===== src/rtl/timer_pkg.sv =====
// Shared types and constants for the memory-mapped countdown timer.
// Covers FSM states, register offsets, CTRL bit layout and modes.
package timer_pkg;

    typedef enum logic [1:0] {
        ST_IDLE = 2'd0,
        ST_LOAD = 2'd1,
        ST_CNT  = 2'd2,
        ST_INT  = 2'd3
    } state_t;

    localparam logic [1:0] REG_CTRL   = 2'd0;
    localparam logic [1:0] REG_PRESET = 2'd1;
    localparam logic [1:0] REG_COUNT  = 2'd2;

    localparam int CTRL_EN   = 0;
    localparam int CTRL_MODE = 1;
    localparam int CTRL_IM   = 3;

    localparam logic [1:0] MODE_ONESHOT = 2'd0;
    localparam logic [1:0] MODE_RELOAD  = 2'd1;

endpackage


===== src/rtl/timer_dev.sv =====
// Programmable down-counting timer with one-shot / auto-reload modes.
// Holds the register file, the control FSM and the read mux.
module timer_dev
    import timer_pkg::*;
#(
    parameter logic [31:0] BASE_ADDR = 32'h0000_7F00
) (
    input  logic        clk,
    input  logic        rst_n,
    input  logic [31:0] addr,
    input  logic        we,
    input  logic [31:0] wd,
    output logic [31:0] rd,
    output logic        irq
);

    state_t      state;
    logic        en;
    logic [1:0]  mode;
    logic        im;
    logic [31:0] preset;
    logic [31:0] count;
    logic        pend;

    logic        wr_ctrl;
    logic        wr_preset;
    logic        reload;
    logic        set_pend;
    logic        clr_pend;
    logic [31:0] ctrl_word;
    logic        unused;

    // Only the word offset is decoded; the bridge already qualified the hit.
    assign unused    = ^{addr[31:4], addr[1:0], BASE_ADDR};
    assign wr_ctrl   = we && (addr[3:2] == REG_CTRL);
    assign wr_preset = we && (addr[3:2] == REG_PRESET);
    assign reload    = (mode == MODE_RELOAD);

    assign set_pend = (state == ST_CNT) && en && (count <= 32'd1);

    // A mode-0 pending flag survives a write that lands on its INT cycle.
    assign clr_pend = reload ? (state == ST_INT)
                             : ((wr_ctrl || wr_preset) && (state != ST_INT));

    assign irq = im & pend;

    always_ff @(posedge clk or negedge rst_n) begin
        if (!rst_n) begin
            state  <= ST_IDLE;
            en     <= 1'b0;
            mode   <= MODE_ONESHOT;
            im     <= 1'b0;
            preset <= '0;
            count  <= '0;
            pend   <= 1'b0;
        end else begin
            unique case (state)
                ST_IDLE: begin
                    if (en) state <= ST_LOAD;
                end
                ST_LOAD: begin
                    count <= preset;
                    state <= ST_CNT;
                end
                ST_CNT: begin
                    if (!en) begin
                        state <= ST_IDLE;
                    end else if (count > 32'd1) begin
                        count <= count - 32'd1;
                    end else begin
                        count <= '0;
                        state <= ST_INT;
                    end
                end
                ST_INT: begin
                    if (reload) begin
                        state <= ST_LOAD;
                    end else begin
                        en    <= 1'b0;
                        state <= ST_IDLE;
                    end
                end
                default: state <= ST_IDLE;
            endcase

            if (set_pend)      pend <= 1'b1;
            else if (clr_pend) pend <= 1'b0;

            // CPU writes come last so they override the FSM's EN clear.
            if (wr_ctrl) begin
                en   <= wd[CTRL_EN];
                mode <= wd[CTRL_MODE +: 2];
                im   <= wd[CTRL_IM];
            end
            if (wr_preset) preset <= wd;
        end
    end

    always_comb begin
        ctrl_word = '0;
        ctrl_word[CTRL_EN] = en;
        ctrl_word[CTRL_MODE +: 2] = mode;
        ctrl_word[CTRL_IM] = im;
    end

    always_comb begin
        rd = '0;
        unique case (addr[3:2])
            REG_CTRL:   rd = ctrl_word;
            REG_PRESET: rd = preset;
            REG_COUNT:  rd = count;
            default:    rd = '0;
        endcase
    end

endmodule


===== config.mk =====
export PLATFORM = sky130hd
export DESIGN_NAME = timer_dev
export DESIGN_NICKNAME = d
export VERILOG_FILES = /design/src/rtl/timer_pkg.sv /design/src/rtl/timer_dev.sv
export SDC_FILE = /design/constraint.sdc
export NUM_CORES = 1
export LEC_CHECK = 0
export ABC_AREA = 1
export CAP_MARGIN = 0
export CELL_PAD_IN_SITES_DETAIL_PLACEMENT = 0
export CELL_PAD_IN_SITES_GLOBAL_PLACEMENT = 2
export CORE_UTILIZATION = 28
export DETAILED_ROUTE_END_ITERATION = 6
export PLACE_DENSITY = 0.87
export REMOVE_ABC_BUFFERS = 1
export SYNTH_ARGS = -nofsm -noshare
export SYNTH_HDL_FRONTEND = slang
export SYNTH_SLANG_ARGS = --single-unit

===== constraint.sdc =====
create_clock -name clk -period 2 [get_ports clk]
set_input_delay 0.4 -clock clk [delete_from_list [all_inputs] [get_ports clk]]
set_output_delay 0.4 -clock clk [all_outputs]
set_load 0.1 [all_outputs]

==> results of run 1 <==
[final cells by class]
class / count / area share [%]
tap: 211 / 4.067
timing repair buffer: 121 / 23.65
inverter: 88 / 5.127
sequential: 71 / 27.37
multi-input combinational: 437 / 35.29
clock inverter: 4 / 0.6939
clock buffer: 12 / 3.797
[cell families (layout without fill, tap and decap cells)]
logic type / after synthesis / after routing / synth area share, %
muxes: 17 / 17 / 4.344
buffers and inverters: 111 / 225 / 10.19
adders and majority gates: 2 / 2 / 0.5678
AOI/OAI and AO/OA: 122 / 122 / 15.30
and+or+nand+nor: 286 / 287 / 27.48
DFF: 71 / 71 / 40.32
xor gates and xnor gates: 9 / 9 / 1.789
[state kept, by name, indices dropped and copies added, names as in the netlist]
name,flops
pend,1
count,32
en,1
mode,2
im,1
state,2
preset,32
[power by group through the flow]
stage	logic [W]	registers [W]	clock network (W)
after global routing	0.00482	0.00241	0.00174
after floorplan	0.00270	0.00228	0
after global placement	0.00425	0.00235	0
after detailed placement	0.00431	0.00237	0
after CTS	0.00444	0.00234	0.00167
final	0.00442	0.00234	0.00163
[what timing repair did]
item	in CTS	in global routing
hold buffers	0	0
buffers inserted	4	0
resized for setup	30	8
gates cloned	3	0
pin swaps	2	0
endpoints found under the hold margin	0	0
endpoints found under the setup margin	45	42
[worst paths after layout]
check,start,to,slack (ns),depth (start not counted)
setup / recovery,addr[2],rd[20],0.12,10
hold / removal,rst_n,preset[0],0.08,2
setup reg to reg,count[1],count[12],0.15,7
hold reg to reg,preset[2],preset[2],0.49,2
max in group asynchronous,rst_n,count[9],1.58,2
min in group clk,preset[2],preset[2],0.49,2
[placed cells by master (no fill, tap or decap), drive strengths merged]
| master | instances |
|---|---|
| or2 | 1 |
| clkbuf | 14 |
| nand2 | 152 |
| xor2 | 9 |
| clkinv | 3 |
| o21ai | 59 |
| o32ai | 1 |
| o221ai | 1 |
| buf | 86 |
| a21oi | 38 |
| o21a | 1 |
| clkdlybuf4s50 | 33 |
| mux2 | 17 |
| nor3 | 1 |
| bufinv | 1 |
| nand4 | 3 |
| nor2 | 103 |
| nand3 | 27 |
| o211ai | 4 |
| ha | 2 |
| dfrtp | 71 |
| inv | 88 |
| o22ai | 10 |
| a22oi | 8 |
[layer usage]
metal	global-route usage, %	part of all wire (%)	vias to the layer above	routed length [um]
met5	0	0	-	0
met4	5.112	1.2	0	170
met3	3.894	2.7	10	380
met2	32.53	50	74	6995
met1	22.60	46	2114	6415
li1	-	-	2186	-
[per-stage QoR]
step / std cells / power (W) / utilization (%) / worst slack, ns
2_1_floorplan: 595 / 0.004976 / - / -2.069
3_3_place_gp: 921 / 0.006604 / 39.26 / -0.2839
5_1_grt: 944 / 0.008970 / 42.54 / 0.02023
6_report: 944 / 0.008397 / 42.54 / 0.1195
4_1_cts: 944 / 0.008456 / 42.48 / 0.01046
3_5_place_dp: 921 / 0.006676 / 39.26 / -0.2786
==> results.py, run 1 <==
metrics = {
    "yosys": {
        "ys.flop_type": "dfrtp_1",
        "ys_seq_area_share_pct": 40.32,
        "avgSynthCellArea_um2": 7.131,
        "yosysTopAreaCell": "dfrtp_1",
        "async_reset_ff_share_pct": 100.0,
        "synthTopCellsByArea": "dfrtp_1 (40%), nand2_1 (12%), nor2_1 (7.5%)",
        "postSynthCellCount": 618,
        "ys_top_cells_by_count": "nand2_1 (145), nor2_1 (88), inv_1 (86)",
        "syn_area_um2": 4407,
        "yosysUniqueCellTypes": 31,
        "yosys.area.top_type_share_pct": 40.32,
        "yosys_register_bits": 71,
        "synth_edf_count": 0,
        "yosys_warnings": 0,
        "synth_most_common_cell": "nand2_1",
    },
    "detailed_routing": {
        "drtIter0Drc": 262,
        "wire_per_inst_um": 14.79,
        "firstDrtPassIters": 4,
        "routed_via_density": 4.644,
        "wirelength_mm": 13.96,
        "ant_nets": 0,
        "route.vias.total": 4384,
        "drc": 0,
    },
    "power": {
        "internal_power_w": 0.004503,
        "vdd_drop_max_v": 0.0005666,
        "p_clk_share_pct": 19.4,
        "combinationalPowerShare_pct": 52.7,
        "switching_share_pct": 46.37,
        "p_leak_nw": 3.021,
        "p_sw_w": 0.003893,
        "p_per_area_nw_per_um2": 1294,
        "seqPwrFrac_pct": 27.9,
    },
    "timing": {
        "period_needed_ns": 1.880,
        "max_slew.worst_pin.slew_ns": 0.5308,
        "rsz0062_at_grt": "false",
        "setup_violations": 0,
        "min_period_over_period_pct": 94.02,
        "finalHoldViolCount": 0,
        "slew_headroom_pct": 64.34,
        "fin_worst_skew_ns": 0.006917,
        "fmax_ghz": 0.5318,
        "fin_worst_hold_slack_ns": 0.08331,
        "drv_slew": 0,
        "fin_tns_setup_ns": 0,
    },
    "cts": {
        "clkSinkCount": 71,
        "cts_root_buffer": "clkbuf_16",
        "cts_tree": "yes",
        "clkTransAtPathRegs_ns": 0.06,
        "cts_buffers": 9,
        "insertion_delay_ns": 0.34,
        "cts_buffer_depth": 2,
        "htree_levels": 3,
    },
    "setup_path": {
        "cp_data_required_time_ns": 1.60,
        "cp_max_fo": 10,
        "cp-start-kind": "primary input",
        "end_kind": "output pin",
        "cpMaxStageDelayCell": "buf_12",
        "crit_chain": "clkbuf_2, inv_2, nor2_4, buf_6, buf_12, inv_4, buf_12, o22ai_2, buf_4, buf_12",
        "worstPathArrival_ns": 1.48,
        "cpPeakStageDelay_ns": 0.16,
        "crit_family": "buffers and inverters",
        "critical_path_buf_inv_count": 8,
        "cpMostUsedCell": "buf_12",
        "path_class": "in2out",
    },
    "final_layout": {
        "nets": 797,
        "regArea_um2": 1777,
        "n_fill_cell": 1582,
        "final_area_um2": 6491,
        "multi_input_area_um2": 2291,
        "synthToLayoutAreaGrowth_pct": 47.30,
        "drive_gt1_share_pct": 22.92,
        "num_antenna_cells": 0,
    },
    "global_routing": {
        "grt_first_pass_wirelength_mm": 23.07,
        "grtUsageTotal_pct": 18.43,
        "grt_antenna_before_repair": 0,
        "grt_pass1_vias": 4559,
        "grt-ovfl-total": 0,
        "grt_max_degree": 72,
    },
    "floorplan": {
        "pin_count": 100,
        "dieArea_um2": 16240,
        "start_util_pct": 28.88,
        "core-area_um2": 15260,
        "rows": 45,
        "die_x_um": 127.5,
        "die_y_um": 127.5,
    },
    "placement": {
        "placed_cell_area_um2": 5991,
        "dp.final_hpwl_mm": 9.979,
        "portBuffers": 69,
        "place_congestion": 0.8363,
    },
    "status": {
        "status": "completed",
    },
    "hold_path": {
        "hold_path.class": "in2async",
    },
    "run": {
        "max_cap_violations": 0,
    },
}
No activity file was read; power rests on OpenSTA's default activity.
==> run 2, diff against run 1 <==
--- a/config.mk
+++ b/config.mk
@@ -11,7 +11,8 @@
 export CELL_PAD_IN_SITES_GLOBAL_PLACEMENT = 2
 export CORE_UTILIZATION = 28
 export DETAILED_ROUTE_END_ITERATION = 6
-export PLACE_DENSITY = 0.87
+export GPL_ROUTABILITY_DRIVEN = 0
+export PLACE_DENSITY = 0.92
 export REMOVE_ABC_BUFFERS = 1
 export SYNTH_ARGS = -nofsm -noshare
 export SYNTH_HDL_FRONTEND = slang
==> run 2 against run 1 <==
  * Maximum frequency down 0.74%
  * Combinational power down 4%
  * Worst setup slack lost 0.014 ns
  * Hold slack worse by 0.032 ns
  * Sequential share of layout area increased by 0.42 points
  * Clock power rose by 9.8%
  * Clock-buffer cell count increased by 1
  * Routed wire length is 3.7% lower
  * Global-route usage is 0.67 points lower
  * Cell count down 1.2%
  * Critical path depth is 4 lower
  * Largest cell class unchanged
  * Core utilization fell by 0.64 points
==> results.py, run 2 (same netlist as run 1, synthesis figures left out) <==
metrics = {
    "floorplan": {
        "pin_count": 100,
        "core-area_um2": 15260,
        "die_x_um": 127.5,
        "rows": 45,
        "die_y_um": 127.5,
        "dieArea_um2": 16240,
        "start_util_pct": 28.88,
    },
    "power": {
        "p_per_area_nw_per_um2": 1323,
        "p_leak_nw": 2.971,
        "vdd_drop_max_v": 0.0005750,
    },
    "placement": {
        "dp.final_hpwl_mm": 9.765,
        "portBuffers": 69,
    },
    "run": {
        "max_cap_violations": 0,
    },
    "cts": {
        "ctsHoldBuffers": 0,
        "cts_root_buffer": "clkbuf_16",
        "insertion_delay_ns": 0.35,
        "cts_buffer_depth": 2,
        "clkTransAtPathRegs_ns": 0.05,
        "cts_buffers": 9,
        "cts_tree": "yes",
        "htree_levels": 3,
        "clkSinkCount": 71,
    },
    "final_layout": {
        "final_common_cell": "nand2_1",
        "drive_gt1_share_pct": 20.50,
        "synthToLayoutAreaGrowth_pct": 45.09,
        "nets": 786,
        "top_regs": "count x32, preset x32",
        "num_antenna_cells": 0,
        "final_cell_mix": "nand2_1 (142), inv_1 (85), nor2_1 (85), dfrtp_1 (71), o21ai_0 (40)",
    },
    "timing": {
        "fin_tns_setup_ns": 0,
        "period_needed_ns": 1.895,
        "drv_slew": 0,
        "finalHoldViolCount": 0,
        "fin_worst_hold_slack_ns": 0.05143,
        "slew_headroom_pct": 69.92,
        "min_period_over_period_pct": 94.73,
        "fin_worst_skew_ns": 0.006412,
        "max_slew.worst_pin.slew_ns": 0.4513,
        "fmax_ghz": 0.5278,
        "setup_violations": 0,
        "rsz0062_at_grt": "false",
    },
    "detailed_routing": {
        "wire_per_inst_um": 14.41,
        "routed_via_density": 4.678,
        "route.vias.total": 4365,
        "ant_nets": 0,
        "drc": 0,
        "drtIter0Drc": 262,
        "firstDrtPassIters": 4,
        "wirelength_mm": 13.44,
    },
    "setup_path": {
        "rr_worst_depth": 13,
        "path_class": "in2out",
        "worstReg2RegEnd": "count[0]",
        "crit_chain": "clkbuf_2, inv_2, nand2_8, bufbuf_16, o21ai_1, buf_12",
        "rrSetupSlack_ns": 0.19,
        "cpPeakStageDelay_ns": 0.30,
        "end_kind": "output pin",
        "worstPathArrival_ns": 1.49,
        "cp_data_required_time_ns": 1.60,
        "cp-start-kind": "primary input",
        "critical_path_buf_inv_count": 4,
        "rr_startpoint": "count[1]",
        "cpMaxStageDelayCell": "bufbuf_16",
        "crit_family": "buffers and inverters",
        "cp_max_fo": 7,
    },
    "global_routing": {
        "grtUsageTotal_pct": 17.77,
        "grt-ovfl-total": 0,
        "grt_antenna_before_repair": 0,
        "grt_pass1_vias": 4405,
        "grt_max_degree": 72,
        "grt_first_pass_wirelength_mm": 22.29,
    },
    "status": {
        "status": "completed",
    },
    "hold_path": {
        "hold_path.class": "in2async",
    },
}
==> run 2: cell count changes in the layout (fill, tap and decap cells not counted), sizes merged <==
| cell | delta |
|---|---|
| clkbuf | +3 |
| buf | -13 |
| bufinv | +1 |
| nor2 | -1 |
| bufbuf | +1 |
| clkinv | -2 |
==> run 2: per-stage QoR <==
step,power [W],setup slack [ns],utilization (%),cells,instance area [um^2]
2_1_floorplan,0.004976,-2.069,-,595,4288
5_1_grt,0.009025,0.01747,41.90,933,6394
3_3_place_gp,0.006541,-0.2398,38.74,912,5911
6_report,0.008457,0.1054,41.90,933,6394
4_1_cts,0.008474,0.02586,41.53,931,6336
3_5_place_dp,0.006602,-0.2433,38.74,912,5911
==> run 2: power by group <==
group | internal [W] | total [W] | switching (W)
Combinational | 0.00157 | 0.00426 | 0.00269
Sequential | 0.00189 | 0.00241 | 0.000515
Clock | 0.00116 | 0.00179 | 0.000632
==> run 2: how the worst max path moves through the flow <==
stage | startpoint | endpoint | cells after the start
2_1_floorplan | addr[2] | rd[14] | 4
3_3_place_gp | addr[3] | rd[6] | 7
3_5_place_dp | addr[2] | rd[7] | 8
4_1_cts | addr[3] | rd[7] | 7
5_1_grt | count[0] | count[3] | 12
6_report | addr[2] | rd[30] | 6
==> run 2: what timing repair did <==
| action | 4_1_cts | 5_1_grt |
|---|---|---|
| setup endpoints to repair | 32 | 29 |
| gates cloned | 2 | 1 |
| setup buffers | 1 | 1 |
| resized for setup | 23 | 10 |
| pin swaps | 2 | 2 |
| hold endpoints to repair | 0 | 0 |
==> run 2: area by class of cell <==
| type | count | area [um^2] |
|---|---|---|
| fillers | 1560 | 8865 |
| multi-input cells | 436 | 2238 |
| flip-flops and latches | 71 | 1777 |
| repair buffers | 111 | 1459 |
| inverters | 88 | 330.3 |
| well taps | 211 | 264.0 |
| clock buffers | 13 | 260.3 |
| clock inverters | 3 | 65.06 |
==> run 2: metal layers <==
metal / wire length [um] / GRT usage [%] / up-vias
met2: 6258 / 28.45 / 116
met4: 318 / 6.303 / 0
met5: 0 / 0 / -
li1: - / - / 2171
met1: 6300 / 23.41 / 2058
met3: 565 / 4.104 / 20
==> run 3, diff against run 2 <==
--- a/config.mk
+++ b/config.mk
@@ -14,6 +14,7 @@
 export GPL_ROUTABILITY_DRIVEN = 0
 export PLACE_DENSITY = 0.92
 export REMOVE_ABC_BUFFERS = 1
+export SLEW_MARGIN = 20
 export SYNTH_ARGS = -nofsm -noshare
 export SYNTH_HDL_FRONTEND = slang
 export SYNTH_SLANG_ARGS = --single-unit
==> results of run 3 <==
No change in the layout: final DEF, timing and power equal those of run 2.
